## src/rtl/simram_arbiter_pkg.sv

```systemverilog
// Shared encodings and default widths for the simram request arbiter.
package simram_arbiter_pkg;

    localparam int AW_DEF     = 8;
    localparam int DW_DEF     = 16;
    localparam int RD_LAT_DEF = 1;

    localparam int ST_IDLE  = 0;
    localparam int ST_ISSUE = 1;
    localparam int ST_WAIT  = 2;
    localparam int ST_DONE  = 3;

    typedef enum logic [3:0] {
        S_IDLE  = 4'(1 << ST_IDLE),
        S_ISSUE = 4'(1 << ST_ISSUE),
        S_WAIT  = 4'(1 << ST_WAIT),
        S_DONE  = 4'(1 << ST_DONE)
    } state_e;

    typedef enum logic {
        GNT_A = 1'b0,
        GNT_B = 1'b1
    } gnt_e;

endpackage

```

## src/rtl/simram_rr_sel.sv

```systemverilog
// Two-way round-robin pick; on contention the port that did not win last time goes.
module simram_rr_sel
    import simram_arbiter_pkg::*;
(
    input  logic [1:0] req,
    input  gnt_e       last_grant,
    output gnt_e       grant,
    output logic       valid
);

    always_comb begin
        valid = |req;
        grant = GNT_A;
        if (&req)
            grant = (last_grant == GNT_A) ? GNT_B : GNT_A;
        else if (req[1])
            grant = GNT_B;
    end

endmodule

```

## src/rtl/simram_arbiter.sv

```systemverilog
// Arbitrates ports A/B onto one single-port RAM: grant, issue, wait out read latency, ack.
module simram_arbiter
    import simram_arbiter_pkg::*;
#(
    parameter int AW     = AW_DEF,
    parameter int DW     = DW_DEF,
    parameter int RD_LAT = RD_LAT_DEF
) (
    input  logic          clock,
    input  logic          reset,
    input  logic          a_req_i,
    input  logic          a_we_i,
    input  logic [AW-1:0] a_addr_i,
    input  logic [DW-1:0] a_wdata_i,
    output logic          a_ack_o,
    output logic [DW-1:0] a_rdata_o,
    input  logic          b_req_i,
    input  logic          b_we_i,
    input  logic [AW-1:0] b_addr_i,
    input  logic [DW-1:0] b_wdata_i,
    output logic          b_ack_o,
    output logic [DW-1:0] b_rdata_o,
    output logic [AW-1:0] ram_addr_o,
    output logic [DW-1:0] ram_wr_data_o,
    output logic          ram_wr_en_o,
    output logic          ram_clk_en_o,
    input  logic [DW-1:0] ram_rd_data_i,
    output logic          busy_o
);

    localparam logic [2:0] LAT_LOAD = 3'(RD_LAT - 1);

    state_e        state_q, state_d;
    gnt_e          gnt_q, last_q, sel_gnt;
    logic          sel_vld;
    logic          we_q;
    logic [2:0]    lat_q;
    logic [AW-1:0] addr_q;
    logic [DW-1:0] wdata_q, a_rdata_q, b_rdata_q;

    simram_rr_sel u_sel (
        .req        ({b_req_i, a_req_i}),
        .last_grant (last_q),
        .grant      (sel_gnt),
        .valid      (sel_vld)
    );

    always_comb begin
        state_d = state_q;
        unique case (state_q)
            S_IDLE:  if (sel_vld) state_d = S_ISSUE;
            S_ISSUE: state_d = we_q ? S_DONE : S_WAIT;
            S_WAIT:  if (lat_q == 3'd0) state_d = S_DONE;
            S_DONE:  state_d = S_IDLE;
            default: state_d = S_IDLE;
        endcase
    end

    // RAM stays enabled through WAIT so a pipelined read keeps advancing.
    always_comb begin
        ram_clk_en_o = (state_q == S_ISSUE) || (state_q == S_WAIT);
        ram_wr_en_o  = (state_q == S_ISSUE) && we_q;
        busy_o       = (state_q != S_IDLE);
        a_ack_o      = (state_q == S_DONE) && (gnt_q == GNT_A);
        b_ack_o      = (state_q == S_DONE) && (gnt_q == GNT_B);
    end

    always_ff @(posedge clock) begin
        if (reset) begin
            state_q   <= S_IDLE;
            gnt_q     <= GNT_A;
            last_q    <= GNT_B;
            we_q      <= 1'b0;
            lat_q     <= 3'd0;
            addr_q    <= '0;
            wdata_q   <= '0;
            a_rdata_q <= '0;
            b_rdata_q <= '0;
        end else begin
            state_q <= state_d;
            case (state_q)
                S_IDLE: begin
                    if (sel_vld) begin
                        gnt_q   <= sel_gnt;
                        last_q  <= sel_gnt;
                        we_q    <= (sel_gnt == GNT_A) ? a_we_i    : b_we_i;
                        addr_q  <= (sel_gnt == GNT_A) ? a_addr_i  : b_addr_i;
                        wdata_q <= (sel_gnt == GNT_A) ? a_wdata_i : b_wdata_i;
                    end
                end
                S_ISSUE: lat_q <= LAT_LOAD;
                S_WAIT: begin
                    if (lat_q == 3'd0) begin
                        if (gnt_q == GNT_A) a_rdata_q <= ram_rd_data_i;
                        else                b_rdata_q <= ram_rd_data_i;
                    end else begin
                        lat_q <= lat_q - 3'd1;
                    end
                end
                default: ;
            endcase
        end
    end

    assign ram_addr_o    = addr_q;
    assign ram_wr_data_o = wdata_q;
    assign a_rdata_o     = a_rdata_q;
    assign b_rdata_o     = b_rdata_q;

`ifndef SYNTHESIS
    always_ff @(posedge clock)
        assert (RD_LAT >= 1 && RD_LAT <= 7)
        else $error("simram_arbiter: RD_LAT=%0d outside 1..7", RD_LAT);
`endif

endmodule

```

## config.mk

```make
export PLATFORM = sky130hd
export DESIGN_NAME = simram_arbiter
export DESIGN_NICKNAME = d
export VERILOG_FILES = /design/src/rtl/simram_arbiter_pkg.sv /design/src/rtl/simram_rr_sel.sv /design/src/rtl/simram_arbiter.sv
export SDC_FILE = /design/constraint.sdc
export NUM_CORES = 1
export LEC_CHECK = 0
export ABC_CLOCK_PERIOD_IN_PS = 2200
export CAP_MARGIN = 30
export CORE_UTILIZATION = 45
export CTS_BUF_LIST = sky130_fd_sc_hd__clkbuf_8
export CTS_CLUSTER_SIZE = 24
export DETAILED_ROUTE_END_ITERATION = 12
export DONT_BUFFER_PORTS = 1
export PLACE_DENSITY = 0.67
export SYNTH_ARGS = -nofsm -noshare
export SYNTH_HDL_FRONTEND = slang
export SYNTH_SLANG_ARGS = --single-unit
export TNS_END_PERCENT = 10
```

## constraint.sdc

```tcl
create_clock -name clock -period 2.2 [get_ports clock]
set_clock_uncertainty 0.2 [all_clocks]
set_input_delay 0.44 -clock clock [delete_from_list [all_inputs] [get_ports clock]]
set_output_delay 0.44 -clock clock [all_outputs]
set_load 0.05 [all_outputs]
```

==> run_results.csv <==
group,metric,value,unit
critical_path,critical-path-top-delay-family,"simple AND/OR/NAND/NOR gates",
synth,synthDistinctLibCells,33,
sta,rsz0062_at_grt,"true",
sta,timing.final.max_slew_violations,0,
critical_path,crit_slowest_cell,"or4b_4",
synth,synth_edf_count,0,
power_and_ir_drop,power_density,913.4,nW/µm²
power_and_ir_drop,clock_power_share,32.1,%
critical_path,cp-start-kind,"register",
global_routing,antenna_found_initial,0,
floorplanning,fp.dieArea,6856,µm²
global_routing,grt_usage,21.78,%
place,gp_congestion,0.7550,
critical_path,crit_cells,3,
synth,synthCells,327,
place,pre_cts_slack,0.2044,ns
sta,period_minus_slack,2.167,ns
floorplanning,coreArea,6314,µm²
power_and_ir_drop,p_leak,1.077,nW
layout,multi_input_area,1380,µm²
synth,synth-seq-cells,66,
synth,async_reset_ff_share,0,%
synth,syn_nets,399,
global_routing,grt_pass1_wl,12.21,mm
critical_path,slowest_delay,0.56,ns
critical_path,crit_type,"reg2out",
synth,synth_area,2938,µm²
min_path,hold_path_depth,2,
synth,synth_top_area_share,44.97,%
global_routing,grt-ovfl-total,0,
synth,yosys_warnings,0,
power_and_ir_drop,p_int,1.982,mW
cts,cts_num_sinks,66,
layout,final_net_count,386,
routing,drtPass1Iterations,4,
critical_path,worst_setup_path_end_kind,"output pin",
routing,drt_iter0_markers,213,
global_routing,grt_max_degree,64,
cts,cts_root_buffer,"clkbuf_8",
global_routing,first_global_vias,2406,
place,io_buffer_count,0,
place,dp.final_hpwl,4.787,mm
sta,worstMarginPinSlew,0.5409,ns
routing,vias_per_cell,6.499,
power_and_ir_drop,p_sw_share,34.28,%
routing,vias,2567,
min_path,hold_path_class,"in2reg",
layout,area_growth,12.39,%
sta,min_period_over_period,98.49,%
floorplanning,initial_core_util,46.53,%
floorplanning,die_x,82.80,µm
synth,synth.most_common_cell,"dfxtp_1",
synth,synth_ff_type,"dfxtp_1",
routing,wl_per_cell,18.98,µm
routing,wl,7.498,mm
routing,postRouteAntennaNets,0,
run,maxCapViolCount,0,
synth,yosysTopAreaCell,"dfxtp_1",
cts,clkSlewWorstSetupHoldPaths,0.07,ns
layout,drive_gt1_share,14.78,%
layout,stdcell_area,3302,µm²
critical_path,cp_max_fo,5,
synth,ys_top_cells_by_area,"dfxtp_1 45%, o31ai_1 8.4%, a221oi_1 7.5%",
cts,cts_tree,"yes",
sta,finalSetupViolations,0,
routing,drc_errors,0,
synth,synthTopCellsByCount,"66 x dfxtp_1, 37 x a21oi_1, 37 x clkbuf_1, 33 x o31ai_1, 32 x nand4_1",
cts,cts_max_level,3,
floorplanning,row_count,29,
critical_path,ff2ff_path_depth,3,
layout,regArea,1329,µm²
layout,diodes,0,
power_and_ir_drop,ir_worst_vdd,0.4981,mV
run_status,outcome,"completed",
floorplanning,ios,131,
synth,synth.yosys.seq_area_share,44.97,%
critical_path,cp_cell_sequence,"or4b_4 -> nor2_2 -> buf_6",
floorplanning,dieHeight,82.80,µm
place,placed_area,3064,µm²
power_and_ir_drop,pwr-share-comb,13.9,%
synth,syn_area_per_cell,8.984,µm²
sta,setup_slack,0.03318,ns
sta,max_slew_margin,63.89,%
sta,finalHoldViolations,0,
cts,worst_skew_pair.late_latency,0.33,ns
critical_path,required,1.56,ns
sta,max_clock_freq,0.4615,GHz
critical_path,cp_num_buf_inv,1,
cts,cts_buffers,9,
cts,cts_buffer_depth,2,
power_and_ir_drop,switchingPower,1.034,mW
layout,fillers,584,
power_and_ir_drop,pwr-share-seq,54.0,%
critical_path,worst-endpoint-arrival,1.53,ns
## per-layer routing
metal | share of wire [%] | GRT usage, %
met5 | 0 | 0
met1 | 44 | 28.87
met2 | 46 | 31.67
met4 | 2.4 | 11.29
met3 | 7.9 | 6.859
## power by group through the flow
stage / sequential [mW] / combinational (mW) / clock [mW]
global route: 1.64 / 0.463 / 1.05
detailed placement: 1.65 / 0.391 / 0
floorplan: 1.63 / 0.313 / 0
CTS: 1.63 / 0.418 / 0.999
global placement: 1.65 / 0.369 / 0
finish: 1.63 / 0.418 / 0.969
## worst reg2reg max path, delay by kind of cell, from the launching register on
family,cells,cell delay (ns)
simple gates,2,1.10
flops,1,0.35
compound gates,1,0.16
## cell usage in the layout, fill, tap and decap left out, drive strengths merged, types with 2 or more instances in the layout
cell type  Yosys  final
clkinv         0      2
buf            6     19
o21ai          4      4
o211ai         2      2
ha             2      2
nor2           5      5
inv           30     32
nand2          2      2
nor2b          2      2
clkbuf        37     10
or4b           3      3
o32ai         25     25
a221oi        25     25
o31ai         33     33
nand4         32     32
nor4b          2      2
nand3          2      2
a21oi         37     37
dfxtp         66     66
## through the flow
| step | instances | TNS (ns) | hold slack (ns) | total power [mW] | utilization (%) |
|---|---|---|---|---|---|
| 4_1_cts | 394 | 0 | 0.03511 | 3.047 | 52.18 |
| 3_5_place_dp | 378 | 0 | 0.2772 | 2.046 | 48.53 |
| 3_3_place_gp | 377 | 0 | 0.2828 | 2.021 | 48.30 |
| 2_1_floorplan | 327 | -0.1861 | 0.2678 | 1.942 | - |
| 5_1_grt | 395 | -0.01869 | 0.03781 | 3.153 | 52.30 |
| 6_report | 395 | 0 | 0.04975 | 3.016 | 52.30 |
## area by class of cell
cell class / count / area share (%)
Clock buffer: 10 / 4.168
Clock inverter: 5 / 1.440
Inverter: 30 / 3.410
Multi-Input combinational cell: 188 / 41.80
Sequential cell: 66 / 40.24
Tap cell: 77 / 2.918
Timing Repair Buffer: 19 / 6.025
## state kept, by name, summed over array words and instances, names as in the netlist
| signal | flops |
|---|---|
| a_rdata_o | 16 |
| b_rdata_o | 16 |
| gnt_q | 1 |
| last_q | 1 |
| lat_q | 3 |
| ram_addr_o | 8 |
| ram_wr_data_o | 16 |
| state_q | 4 |
| we_q | 1 |
## worst paths after layout
kind              slack, ns              from            to
setup / recovery       0.03        state_q[0]   ram_wr_en_o
hold / removal         0.05  ram_rd_data_i[8]  a_rdata_o[8]
setup reg to reg       0.32        state_q[3]      lat_q[2]
hold reg to reg        0.30            last_q        last_q
## logic make-up (layout without fill, tap and decap cells)
kind of cell             after synthesis  in the layout  synth area share, %
buffers and inverters                 73             64                9.753
AO/OA/AOI/OAI                        130            130                31.86
flip-flops                            66             66                44.97
AND/OR/NAND/NOR                       55             55                12.27
XOR/XNOR                               1              1               0.2982
adder cells (fa/ha/maj)                2              2               0.8517
## repair_timing
item                                   CTS  global route
hold buffers                             1             0
pin swaps                                0             1
setup buffers                            0             1
resized for setup                        8             0
setup endpoints to repair                1             1
endpoints found under the hold margin   63             0
No activity file was read; power rests on OpenSTA's default activity.
